==> src/rtl/spi_pkg.sv <==
// Shared constants and types for the SPI initiator.
// Command encodings, frame widths and master FSM states.
package spi_pkg;

    localparam logic [1:0] CMD_WR_ADDR = 2'b00;
    localparam logic [1:0] CMD_WR_DATA = 2'b01;
    localparam logic [1:0] CMD_RD_ADDR = 2'b10;
    localparam logic [1:0] CMD_RD_DATA = 2'b11;

    localparam int FRAME_W = 10;
    localparam int DATA_W  = 8;

    typedef enum logic [2:0] {
        IDLE,
        CMD,
        SHIFT,
        WAIT,
        RECV,
        HOLD,
        GAP
    } state_e;

endpackage

==> src/rtl/spi_master.sv <==
// SPI initiator: serialises 10-bit command frames on MOSI and
// returns the MISO byte for rd-data frames.
module spi_master #(
    parameter int RD_WAIT    = 3,
    parameter int GAP_CYCLES = 1
) (
    input  logic       clk,
    input  logic       rst_n,
    input  logic       cmd_valid,
    input  logic [9:0] cmd_data,
    output logic       cmd_ready,
    output logic       busy,
    output logic       done,
    output logic       rsp_valid,
    output logic [7:0] rsp_data,
    output logic       SS_n,
    output logic       MOSI,
    input  logic       MISO
);
    import spi_pkg::*;

    localparam int WCW = $clog2(RD_WAIT + 1);
    localparam int GCW = $clog2(GAP_CYCLES + 1);

    state_e              state_q, state_d;
    logic [FRAME_W-1:0]  cmd_q, cmd_d;
    logic [3:0]          bit_q, bit_d;
    logic [WCW-1:0]      wait_q, wait_d;
    logic [GCW-1:0]      gap_q, gap_d;
    logic [DATA_W-1:0]   rx_q, rx_d;
    logic [DATA_W-1:0]   rsp_q, rsp_d;
    logic                ss_n_q, ss_n_d;
    logic                mosi_q, mosi_d;
    logic                done_q, done_d;
    logic                rv_q, rv_d;
    logic                is_rd;

    assign is_rd = (cmd_q[9:8] == CMD_RD_DATA);

    always_comb begin
        state_d = state_q;
        cmd_d   = cmd_q;
        bit_d   = bit_q;
        wait_d  = wait_q;
        gap_d   = gap_q;
        rx_d    = rx_q;
        rsp_d   = rsp_q;
        ss_n_d  = ss_n_q;
        mosi_d  = mosi_q;
        done_d  = 1'b0;
        rv_d    = 1'b0;
        unique case (state_q)
            IDLE: begin
                if (cmd_valid) begin
                    state_d = CMD;
                    cmd_d   = cmd_data;
                    ss_n_d  = 1'b0;
                    mosi_d  = cmd_data[9];
                    rx_d    = '0;
                end
            end
            CMD: begin
                state_d = SHIFT;
                bit_d   = 4'd9;
                mosi_d  = cmd_q[9];
            end
            SHIFT: begin
                if (bit_q != 4'd0) begin
                    bit_d  = bit_q - 4'd1;
                    mosi_d = cmd_q[bit_q - 4'd1];
                end else begin
                    mosi_d = 1'b0;
                    if (is_rd) begin
                        state_d = WAIT;
                        wait_d  = WCW'(RD_WAIT - 1);
                    end else begin
                        state_d = HOLD;
                    end
                end
            end
            WAIT: begin
                if (wait_q == '0) begin
                    state_d = RECV;
                    bit_d   = 4'd7;
                end else begin
                    wait_d = wait_q - WCW'(1);
                end
            end
            RECV: begin
                rx_d = {rx_q[DATA_W-2:0], MISO};
                if (bit_q == 4'd0) begin
                    state_d = HOLD;
                end else begin
                    bit_d = bit_q - 4'd1;
                end
            end
            HOLD: begin
                ss_n_d = 1'b1;
                done_d = 1'b1;
                if (is_rd) begin
                    rv_d  = 1'b1;
                    rsp_d = rx_q;
                end
                // The IDLE cycle itself is the last SS_n-high gap cycle.
                if (GAP_CYCLES > 1) begin
                    state_d = GAP;
                    gap_d   = GCW'(GAP_CYCLES - 2);
                end else begin
                    state_d = IDLE;
                end
            end
            GAP: begin
                if (gap_q == '0) begin
                    state_d = IDLE;
                end else begin
                    gap_d = gap_q - GCW'(1);
                end
            end
            default: state_d = IDLE;
        endcase
    end

    always_ff @(posedge clk) begin
        if (!rst_n) begin
            state_q <= IDLE;
            cmd_q   <= '0;
            bit_q   <= '0;
            wait_q  <= '0;
            gap_q   <= '0;
            rx_q    <= '0;
            rsp_q   <= '0;
            ss_n_q  <= 1'b1;
            mosi_q  <= 1'b0;
            done_q  <= 1'b0;
            rv_q    <= 1'b0;
        end else begin
            state_q <= state_d;
            cmd_q   <= cmd_d;
            bit_q   <= bit_d;
            wait_q  <= wait_d;
            gap_q   <= gap_d;
            rx_q    <= rx_d;
            rsp_q   <= rsp_d;
            ss_n_q  <= ss_n_d;
            mosi_q  <= mosi_d;
            done_q  <= done_d;
            rv_q    <= rv_d;
        end
    end

    assign cmd_ready = rst_n && (state_q == IDLE);
    assign busy      = (state_q != IDLE);
    assign done      = done_q;
    assign rsp_valid = rv_q;
    assign rsp_data  = rsp_q;
    assign SS_n      = ss_n_q;
    assign MOSI      = mosi_q;

endmodule

==> config.mk <==
export PLATFORM = sky130hd
export DESIGN_NAME = spi_master
export DESIGN_NICKNAME = d
export VERILOG_FILES = /design/src/rtl/spi_pkg.sv /design/src/rtl/spi_master.sv
export SDC_FILE = /design/constraint.sdc
export NUM_CORES = 1
export LEC_CHECK = 0
export CAP_MARGIN = 20
export CORE_MARGIN = 4
export CORE_UTILIZATION = 38
export CTS_CLUSTER_DIAMETER = 200
export CTS_CLUSTER_SIZE = 14
export DETAILED_ROUTE_END_ITERATION = 8
export PLACE_DENSITY = 0.67
export REMOVE_ABC_BUFFERS = 1
export SYNTH_ARGS = -nofsm -noshare
export SYNTH_HDL_FRONTEND = slang
export SYNTH_SLANG_ARGS = --single-unit
==> constraint.sdc <==
create_clock -name clk -period 3.7 [get_ports clk]
set_input_delay 0.555 -clock clk [delete_from_list [all_inputs] [get_ports clk]]
set_output_delay 0.555 -clock clk [all_outputs]
set_load 0.03 [all_outputs]
=== Yosys cells after proc, flatten, opt, wreduce, memory -nomap -nowiden ===
Index checks and enable logic that the tools add are counted.

* Reductions and logical operators: 20
* Add/subtract/negate cells: 3
* Equal/unequal tests: 16
* Mux-type cells: 27
* Magnitude comparators: 1

{| class="wikitable"
|+ Operators by type and width
! kind !! number
|-
| $mux W3 || 6
|-
| $ne A2 B2 Y1 const B || 9
|-
| $pmux W3 S6 || 1
|-
| $pmux W4 S4 || 1
|-
| $pmux W8 S2 || 1
|-
| $mux W4 || 3
|-
| $reduce_and A2 Y1 || 6
|-
| $eq A3 B3 Y1 const B || 3
|-
| $mux W8 || 1
|-
| $reduce_and A4 Y1 || 2
|-
| $reduce_bool A4 Y1 || 2
|-
| $mux W1 || 7
|-
| $eq A3 B2 Y1 const B || 2
|-
| $mux W2 || 3
|-
| $reduce_bool A2 Y1 || 3
|-
| $reduce_bool A3 Y1 || 2
|-
| $lt A4 B5 Y1 const B || 1
|-
| $reduce_and A5 Y1 || 1
|-
| $bmux W1 S4 || 1
|-
| $logic_not A4 Y1 || 1
|-
| $pmux W2 S2 || 1
|-
| $sub A4 B1 Y4 const B || 1
|-
| $eq A3 B1 Y1 const B || 1
|-
| $logic_not A3 Y1 || 1
|-
| other kinds (7) || 7
|}

* Register bits: 40
* Input bits: 14
* Word-level logic and storage cells: 78
* Output and inout bits: 14

=== Logic depth before layout (Yosys ltp) ===
Gate-level depths: netlist of the first run.

* Word-level depth: 5
* Gate-level depth with buffers: 7

=== Least setup slack after synthesis of the first run ===
Ideal clock, no wire load.

* Path kind: input-to-output
* Start: in rst_n
* End: out cmd_ready
* Setup slack: 1,763 ps
* Buffers on the path: 1
* Cell stages on the path: 3
* Arrival time: 1,382 ps
* Cells stage by stage: clkinv_1 clkbuf_1 nor2_1

* Word-level cells in the longest chain between the ends: 1

{| class="wikitable"
|+ Ends and longest elaborated chain
! item !! RTL line !! source
|-
| from (decl) || spi_master.sv:8 || <nowiki>input logic rst_n,</nowiki>
|-
| $logic_and A1 B1 Y1 || spi_master.sv:151 || <nowiki>assign cmd_ready = rst_n && (state_q == IDLE);</nowiki>
|-
| to (decl) || spi_master.sv:11 || <nowiki>output logic cmd_ready,</nowiki>
|}

Every way passes these cells.

=== Worst setup path after layout of the first run ===
Same ends and word-level chain as after synthesis.

==> metrics, run 1 <==
buffers inserted during post-CTS setup optimization=0; worst slack at placement=1108 ps; floorplan die height=76.96 um; Critical Path Max Stage Delay=670 ps; Initial DRC Count=156; Inserted Clock Buffers=5; number of nets at the end of the flow=251; number of levels in the clock H-tree=2; Required @ worst endpoint=3140 ps; cell area after synthesis=1807 um2; number of buffers inserted by hold repair at cts=0; highest attainable clock frequency=384.8 MHz; global-route usage over all layers=0.1341; source-to-sink clock delay at the later pin of the worst-skew pair=290 ps; Post-route DRC=0; row cnt=24; largest family of logic cells by synthesized area=simple AND/OR/NAND/NOR gates; ratio of cells with drive above 1 in the final layout=0.08475; gate count after technology mapping=212; CTS tree=yes; setup violators final=0; core outline area=4474 um2; adder-cell share of the synthesized area=0.01385; mux share of post-synthesis cell area=0.08518; n_diodes=0; maximum number of pins on one net before global-route repair=36; Bufs on Longest Clock Path=2; YS warnings=0; simple-gate share of the synthesized area=0.2355; startpoint type of the worst setup path=input port; number of endpoints with negative hold slack in the final report=0; post-route ant nets=0; wire length of the first global-routing pass=6548 um; post-synthesis xor/xnor area fraction=0.009695; Initial DRT Pass Iterations=4; Reg clk slew, reported paths=80 ps; most frequent CP cell=sky130_fd_sc_hd__clkdlybuf4s50_1; result of the run=completed; fill cell count=457; count of different cell masters after synthesis=47; Max-Cap Viols=0; crit end category=output port; die boundary width=76.96 um; crit path max fanout=6; type of the worst setup path=input port to output port; crit-path cells=clkdlybuf4s50_1 -> clkinv_1 -> nor2_1 -> clkdlybuf4s50_1; area occupied by registers=780.7 um2; RSZ-0062 raised after global routing=false; fraction of registers with async set/reset=0; number of enable-type register cells in the synthesized netlist=0; maximum vdd drop=0.0002483 V; sequential fraction of the synthesis area=0.4321; total half-perimeter wirelength after legalization and detailed placement=2538 um; mean routed wirelength per cell=12.84 um; time the worst path needs with I/O delays and setup=2599 ps; Max Clock Skew=4.362 ps; Syn Area/Cell=8.522 um2; startpoint of the lowest-slack hold path=cmd_q[3]; cell at the slowest stage of the critical path=sky130_fd_sc_hd__clkdlybuf4s50_1; period utilisation layout=0.7023; setup tns final=0 ps; RR Startpoint=bit_q[0]; count of buffers from port buffering=27; Synth-to-Final Area Change=20.71%; CP arrival=2040 ps; flops & latches, synth=39; power density over the cells=618.4 nW/um2; initial core utilization=0.4038; initial antenna violation count=0; via count of the first global-routing pass=1463; CTS Root Cell=sky130_fd_sc_hd__clkbuf_8; final global-route overflow total=0; worst max-slew margin expressed relative to the limit=0.5551; vias per cell=5.285; Clock Sink Count=39; Die ar.=5922 um2; multi-input gate area in the final layout=923.4 um2; transition time at the pin with the least slew margin=658.0 ps; via total after detailed routing=1522; Leakage Power=0.7610 nW; gp weighted congestion=0.7786; number of slew-limit violations in the final report=0; setup slack on the worst flop-to-flop path=1670 ps; Gates resized, CTS repair=0; Worst setup startpoint=rst_n; Hold/Removal Path Class=flip-flop to flip-flop; min setup slack post-route=1101 ps; Boundary Pins=28; total detailed-routing wirelength=3697 um; Worst Hold Margin=454.2 ps; Post-synth top flop=sky130_fd_sc_hd__dfxtp_1; fraction of the mapped netlist area in compound gates=0.1669
## synth_stat cells, types with 4 or more instances
library cell	number	area, um2
sky130_fd_sc_hd__a21oi_1	24	120.1
sky130_fd_sc_hd__a31oi_1	4	25.02
sky130_fd_sc_hd__clkbuf_1	6	22.52
sky130_fd_sc_hd__dfxtp_1	39	780.8
sky130_fd_sc_hd__inv_1	10	37.54
sky130_fd_sc_hd__mux2i_1	9	90.09
sky130_fd_sc_hd__nand2_1	37	138.9
sky130_fd_sc_hd__nand3_1	8	40.04
sky130_fd_sc_hd__nor2_1	13	48.80
sky130_fd_sc_hd__nor3_1	5	25.02
sky130_fd_sc_hd__o21ai_0	5	25.02
## registers in the layout, summed over array words and instances (netlist names)
| name | flops |
|---|---|
| cmd_q | 10 |
| rsp_data | 8 |
| rx_q | 8 |
| bit_q | 4 |
| state_q | 3 |
| wait_q | 2 |
| MOSI | 1 |
| SS_n | 1 |
| done | 1 |
| rsp_valid | 1 |
## path summary, 6_finish.rpt
check,cells past startpoint,endpoint
setup / recovery,4,cmd_ready
hold / removal,2,cmd_q[3]
hold reg to reg,2,cmd_q[3]
setup reg to reg,6,bit_q[2]
## power by group
| part | internal, mW | leakage (nW) | switching [mW] |
|---|---|---|---|
| Sequential | 0.470 | 0.317 | 0.0803 |
| Clock | 0.135 | 0.0408 | 0.158 |
| Combinational | 0.239 | 0.403 | 0.266 |
## per-layer routing
layer | track usage | wire, um
met5 | 0 | 0
met2 | 0.2099 | 1669
met3 | 0.04215 | 157
met1 | 0.1771 | 1837
met4 | 0.03804 | 31
## worst max-delay path: cells and delay by family
kind,cells,cell delay [ps]
AND/OR/NAND/NOR,1,110
buffers and inverters,3,1370
## per-stage QoR
| step | power, mW | instance area, um2 | util | cells |
|---|---|---|---|---|
| after floorplan | 0.9246 | 1745 | - | 200 |
| after global placement | 1.058 | 2088 | 0.4667 | 280 |
| after detailed placement | 1.065 | 2088 | 0.4667 | 280 |
| after CTS | 1.360 | 2181 | 0.4874 | 288 |
| after global routing | 1.450 | 2181 | 0.4874 | 288 |
| final | 1.349 | 2181 | 0.4874 | 288 |
## cells in the final DEF, fill, tap and decap left out, types with 2 or more instances in the layout
cell	n
sky130_fd_sc_hd__nor2_1	13
sky130_fd_sc_hd__xnor2_1	2
sky130_fd_sc_hd__o31ai_1	3
sky130_fd_sc_hd__nor2b_1	3
sky130_fd_sc_hd__ha_1	2
sky130_fd_sc_hd__nand3_1	8
sky130_fd_sc_hd__nand2b_1	2
sky130_fd_sc_hd__nand3b_1	2
sky130_fd_sc_hd__or3b_2	2
sky130_fd_sc_hd__a21oi_1	24
sky130_fd_sc_hd__clkinvlp_4	2
sky130_fd_sc_hd__mux4_1	2
sky130_fd_sc_hd__o21ai_0	5
sky130_fd_sc_hd__a21o_1	2
sky130_fd_sc_hd__nand2_1	37
sky130_fd_sc_hd__a31oi_1	4
sky130_fd_sc_hd__clkdlybuf4s50_1	27
sky130_fd_sc_hd__clkbuf_8	5
sky130_fd_sc_hd__inv_1	10
sky130_fd_sc_hd__nor3_1	5
sky130_fd_sc_hd__nor4_1	2
sky130_fd_sc_hd__mux2i_1	9
sky130_fd_sc_hd__dfxtp_1	39
sky130_fd_sc_hd__o22ai_1	2
sky130_fd_sc_hd__o21a_1	2
## cell families (layout without fill, tap and decap cells)
family	Yosys count	after routing
buffers and inverters	23	47
xor gates and xnor gates	2	2
adders and majority gates	2	2
and+or+nand+nor	85	85
DFF	39	39
AOI/OAI and AO/OA	49	49
muxes	12	12
## area by class of cell
cell class	instances	share of cell area
clock buffer	5	0.03155
clock inverter	3	0.01090
inverter	11	0.01893
multi-input combinational	150	0.4234
sequential	39	0.3580
tap	52	0.02983
timing repair buffer	28	0.1274
Note: power is estimated with default switching activity, not from simulation.
==> run 2, diff against run 1 <==
==> constraint.sdc (replaced) <==
create_clock -name clk -period 2.45 [get_ports clk]
set_input_delay 0.3675 -clock clk [delete_from_list [all_inputs] [get_ports clk]]
set_output_delay 0.3675 -clock clk [all_outputs]
set_load 0.03 [all_outputs]
==> run 2 against run 1 <==
Compared with the run above: clock skew increased by 0.75 ps; non-clock buffer count increased by 1; die area unchanged; register-to-register slack got worse by 1200 ps; utilization shrank 0.056 points.
==> metrics, run 2 (synthesized netlist as in run 1, its figures left out) <==
maximum vdd drop=0.0004199 V; detailed route wirelength on metal3=195 um; number of nets at the end of the flow=252; Reg clk slew, reported paths=70 ps; setup tns final=0 ps; Bufs on Longest Clock Path=2; Synth-to-Final Area Change=20.57%; wire length of the first global-routing pass=6306 um; top library cells by usage in the layout, fill and taps aside=sky130_fd_sc_hd__dfxtp_1 (39), sky130_fd_sc_hd__nand2_1 (37), sky130_fd_sc_hd__clkdlybuf4s50_1 (26); Largest Register=cmd_q; post-route insts no fill=289; startpoint type of the worst setup path=flip-flop; Required @ worst endpoint=2080 ps; fill cell count=447; ratio of cells with drive above 1 in the final layout=0.08861; Die ar.=5922 um2; type of the worst setup path=flip-flop to output port; multi-input gate area in the final layout=923.4 um2; CTS tree=yes; RSZ-0062 raised after global routing=false; via count of the first global-routing pass=1405; floorplan die height=76.96 um; number of endpoints with negative hold slack in the final report=0; highest attainable clock frequency=440.4 MHz; worst max-slew margin expressed relative to the limit=0.5457; time the worst path needs with I/O delays and setup=2270 ps; result of the run=completed; total detailed-routing wirelength=3619 um; total half-perimeter wirelength after legalization and detailed placement=2527 um; area occupied by registers=780.7 um2; transition time at the pin with the least slew margin=672.0 ps; most common library cell in the layout ignoring fill and taps=sky130_fd_sc_hd__dfxtp_1; n_diodes=0; gp weighted congestion=0.7992; total buffers and inverters traversed by the critical path=2; die boundary width=76.96 um; Critical Path Max Stage Delay=690 ps; WL met1=1802 um; setup slack on the worst flop-to-flop path=490 ps; cell at the slowest stage of the critical path=sky130_fd_sc_hd__dfxtp_1; topmost layer with routed signal wires=met4; total met2 wirelength after detailed routing=1584 um; Boundary Pins=28; Gates resized, CTS repair=0; source-to-sink clock delay at the later pin of the worst-skew pair=290 ps; Leakage Power=0.7681 nW; maximum number of pins on one net before global-route repair=36; mean routed wirelength per cell=12.52 um; Inserted Clock Buffers=5; Worst Hold Margin=455.8 ps; count of buffers from port buffering=27; Max Clock Skew=5.110 ps; CTS Root Cell=sky130_fd_sc_hd__clkbuf_8; number of levels in the clock H-tree=2; buffers inserted during post-CTS setup optimization=0; via total after detailed routing=1524; largest delay contributor family on the critical path=buffers and inverters; Initial DRT Pass Iterations=4; Layout Cell Area excl Fill=2178 um2; setup violators final=0; final global-route overflow total=0; number of flip-flops in the largest register=10; Initial DRC Count=79; crit-path cells=nor3_1 -> inv_1 -> clkdlybuf4s50_1; post-route ant nets=0; global-route usage over all layers=0.1314; number of buffers inserted by hold repair at cts=0; number of slew-limit violations in the final report=0; core outline area=4474 um2; crit end category=output port; initial core utilization=0.4038; vias per cell=5.273; Hold/Removal Path Class=flip-flop to flip-flop; row cnt=24; Clock Sink Count=39; number of cells after detailed placement=281; Post-route DRC=0; CP arrival=1900 ps; initial antenna violation count=0; power density over the cells=916.7 nW/um2; area after detailed placement=2093 um2; period utilisation layout=0.9267; Max-Cap Viols=0; crit path max fanout=20
==> run 2: changes by cell type in the layout (fill, tap and decap cells not counted) <==
cell                              before  now
sky130_fd_sc_hd__clkinv_2              0    1
sky130_fd_sc_hd__clkdlybuf4s50_1      27   26
sky130_fd_sc_hd__inv_6                 1    0
sky130_fd_sc_hd__clkinvlp_4            2    1
sky130_fd_sc_hd__clkbuf_1              0    1
sky130_fd_sc_hd__buf_4                 1    3
==> run 2: final timing paths <==
kind / startpoint / end / depth (start not counted)
setup / recovery: state_q[0] / busy / 3
hold / removal: cmd_q[5] / cmd_q[5] / 2
setup reg to reg: bit_q[0] / MOSI / 6
hold reg to reg: cmd_q[5] / cmd_q[5] / 2
==> run 2: area by class of cell <==
type | instances | share of cell area
Clock buffer | 6 | 0.03331
Clock inverter | 2 | 0.005744
Multi-Input combinational cell | 150 | 0.4239
Sequential cell | 39 | 0.3584
Timing Repair Buffer | 29 | 0.1298
Inverter | 11 | 0.01895
Tap cell | 52 | 0.02987
==> run 2: routing by layer <==
layer,global-route usage,up-vias
met5,0,-
met4,0.05435,0
met3,0.04684,5
met2,0.2047,39
met1,0.1640,692
li1,-,788
==> run 2: tightest hold or removal path: stages, from the launching register on <==
cell and delay [ps]:
sky130_fd_sc_hd__dfxtp_1 310, sky130_fd_sc_hd__nand2_1 50, sky130_fd_sc_hd__a21oi_1 50
==> run 2: per-stage QoR <==
stage / util / power [mW] / setup WS [ps]
5_1_grt: 0.4869 / 2.144 / 59.54
4_1_cts: 0.4869 / 2.014 / 181.1
2_1_floorplan: - / 1.396 / 593.8
3_5_place_dp: 0.4678 / 1.592 / 498.6
3_3_place_gp: 0.4678 / 1.592 / 531.2
6_report: 0.4869 / 1.997 / 179.6
==> run 2: where the power goes <==
group	total [mW]	leakage, nW	switching [mW]	internal (mW)
logic	0.751	0.409	0.390	0.361
clock network	0.418	0.0412	0.220	0.199
registers	0.827	0.317	0.117	0.710
==> run 3, diff against run 2 <==
--- a/config.mk
+++ b/config.mk
@@ -5,13 +5,12 @@
 export SDC_FILE = /design/constraint.sdc
 export NUM_CORES = 1
 export LEC_CHECK = 0
-export CAP_MARGIN = 20
 export CORE_MARGIN = 4
-export CORE_UTILIZATION = 38
+export CORE_UTILIZATION = 45
 export CTS_CLUSTER_DIAMETER = 200
 export CTS_CLUSTER_SIZE = 14
 export DETAILED_ROUTE_END_ITERATION = 8
-export PLACE_DENSITY = 0.67
+export PLACE_DENSITY = 0.76
 export REMOVE_ABC_BUFFERS = 1
 export SYNTH_ARGS = -nofsm -noshare
 export SYNTH_HDL_FRONTEND = slang
==> run 3 against run 2 <==
Compared with the run above: cell count decreased by 1.7%; register-to-register slack improved by 30 ps; sequential power increased by 0.5%; clock power increased by 22%; critical endpoint unchanged; largest power group unchanged.
==> metrics, run 3 (synthesized netlist as in run 1, its figures left out) <==
Leakage Power=0.7781 nW; power density over the cells=959.1 nW/um2; die boundary width=71.37 um; post-route ant nets=0; total half-perimeter wirelength after legalization and detailed placement=2588 um; Largest Register=cmd_q; number of nets at the end of the flow=252; initial antenna violation count=0; mean routed wirelength per cell=12.98 um; core outline area=3771 um2; global-route usage over all layers=0.1525; wire length of the first global-routing pass=6251 um; n_diodes=0; maximum number of pins on one net before global-route repair=36; ratio of cells with drive above 1 in the final layout=0.08475; buffers inserted during post-CTS setup optimization=0; top library cells by usage in the layout, fill and taps aside=sky130_fd_sc_hd__dfxtp_1 (39), sky130_fd_sc_hd__nand2_1 (37), sky130_fd_sc_hd__clkdlybuf4s50_1 (26); area after detailed placement=2088 um2; via total after detailed routing=1513; Inserted Clock Buffers=5; overall power consumption=2.101 mW; number of endpoints with negative hold slack in the final report=0; setup tns final=0 ps; final global-route overflow total=0; time the worst path needs with I/O delays and setup=2288 ps; number of levels in the clock H-tree=2; startpoint type of the worst setup path=flip-flop; Synth-to-Final Area Change=21.26%; vias per cell=5.327; gp weighted congestion=0.9078; highest attainable clock frequency=437.1 MHz; maximum vdd drop=0.0005054 V; type of the worst setup path=flip-flop to output port; CTS tree=yes; crit end category=output port; Initial DRC Count=120; number of slew-limit violations in the final report=0; period utilisation layout=0.9338; Initial DRT Pass Iterations=4; Die ar.=5093 um2; total detailed-routing wirelength=3687 um; Bufs on Longest Clock Path=2; CTS Root Cell=sky130_fd_sc_hd__clkbuf_8; result of the run=completed; Boundary Pins=28; Required @ worst endpoint=2080 ps; Post-route DRC=0; Hold/Removal Path Class=flip-flop to flip-flop; worst max-slew margin expressed relative to the limit=0.5576; initial core utilization=0.4791; count of buffers from port buffering=27; row cnt=22; floorplan die height=71.37 um; CP arrival=1920 ps; Layout Cell Area excl Fill=2191 um2; source-to-sink clock delay at the later pin of the worst-skew pair=290 ps; Reg clk slew, reported paths=70 ps; Max-Cap Viols=0; Clock Sink Count=39; number of buffers inserted by hold repair at cts=0; number of flip-flops in the largest register=10; most common library cell in the layout ignoring fill and taps=sky130_fd_sc_hd__dfxtp_1; RSZ-0062 raised after global routing=false; setup violators final=0; transition time at the pin with the least slew margin=654.4 ps; via count of the first global-routing pass=1354; Max Clock Skew=4.806 ps; Gates resized, CTS repair=0; crit path max fanout=20
==> run 3: changes by cell type in the layout (fill, tap and decap cells not counted), sizes merged <==
| cell | change |
|---|---|
| clkinv | -1 |
| clkinvlp | -1 |
| bufinv | +1 |
==> run 3: final timing paths <==
kind / slack, ps / from / depth (start not counted) / endpoint
worst max-delay path: 160 / state_q[0] / 3 / busy
worst min-delay path: 460 / cmd_q[0] / 2 / cmd_q[0]
worst max register to register: 520 / bit_q[0] / 6 / MOSI
worst min register to register: 460 / cmd_q[0] / 2 / cmd_q[0]
==> run 3: power by group <==
group	total (mW)	leakage, nW	internal, mW	switching [mW]
Clock	0.511	0.0513	0.298	0.212
Sequential	0.831	0.317	0.710	0.121
Combinational	0.760	0.409	0.362	0.399
Total	2.10	0.778	1.37	0.731
==> run 3: stage by stage <==
| stage | instances | utilization | setup slack, ps | hold WS (ps) |
|---|---|---|---|---|
| 3_3_place_gp | 277 | 0.5537 | 527.1 | 443.3 |
| 6_report | 284 | 0.5810 | 162.3 | 456.2 |
| 3_5_place_dp | 277 | 0.5537 | 504.5 | 447.5 |
| 5_1_grt | 284 | 0.5810 | 49.22 | 476.8 |
| 4_1_cts | 284 | 0.5810 | 168.6 | 457.3 |
| 2_1_floorplan | 200 | - | 593.8 | 431.5 |
==> run 3: metal layers <==
layer | routed length [um] | part of all wire | global-route usage
met1 | 1809 | 0.49 | 0.2098
met4 | 109 | 0.030 | 0.08768
met5 | 0 | 0 | 0
met3 | 163 | 0.044 | 0.03787
met2 | 1606 | 0.44 | 0.2153
==> run 3: cell type report <==
type / instances / area, um2
fillers: 330 / 1580
inverters: 11 / 41.29
well taps: 48 / 60.06
multi-input cells: 150 / 923.4
clock buffers: 6 / 72.57
repair buffers: 29 / 282.8
clock inverters: 1 / 30.03
flip-flops and latches: 39 / 780.7
==> run 3: critical path: stages (launching register included) <==
cell	delay, ps
sky130_fd_sc_hd__dfxtp_1	710
sky130_fd_sc_hd__nor3_1	140
sky130_fd_sc_hd__inv_1	110
sky130_fd_sc_hd__clkdlybuf4s50_1	670
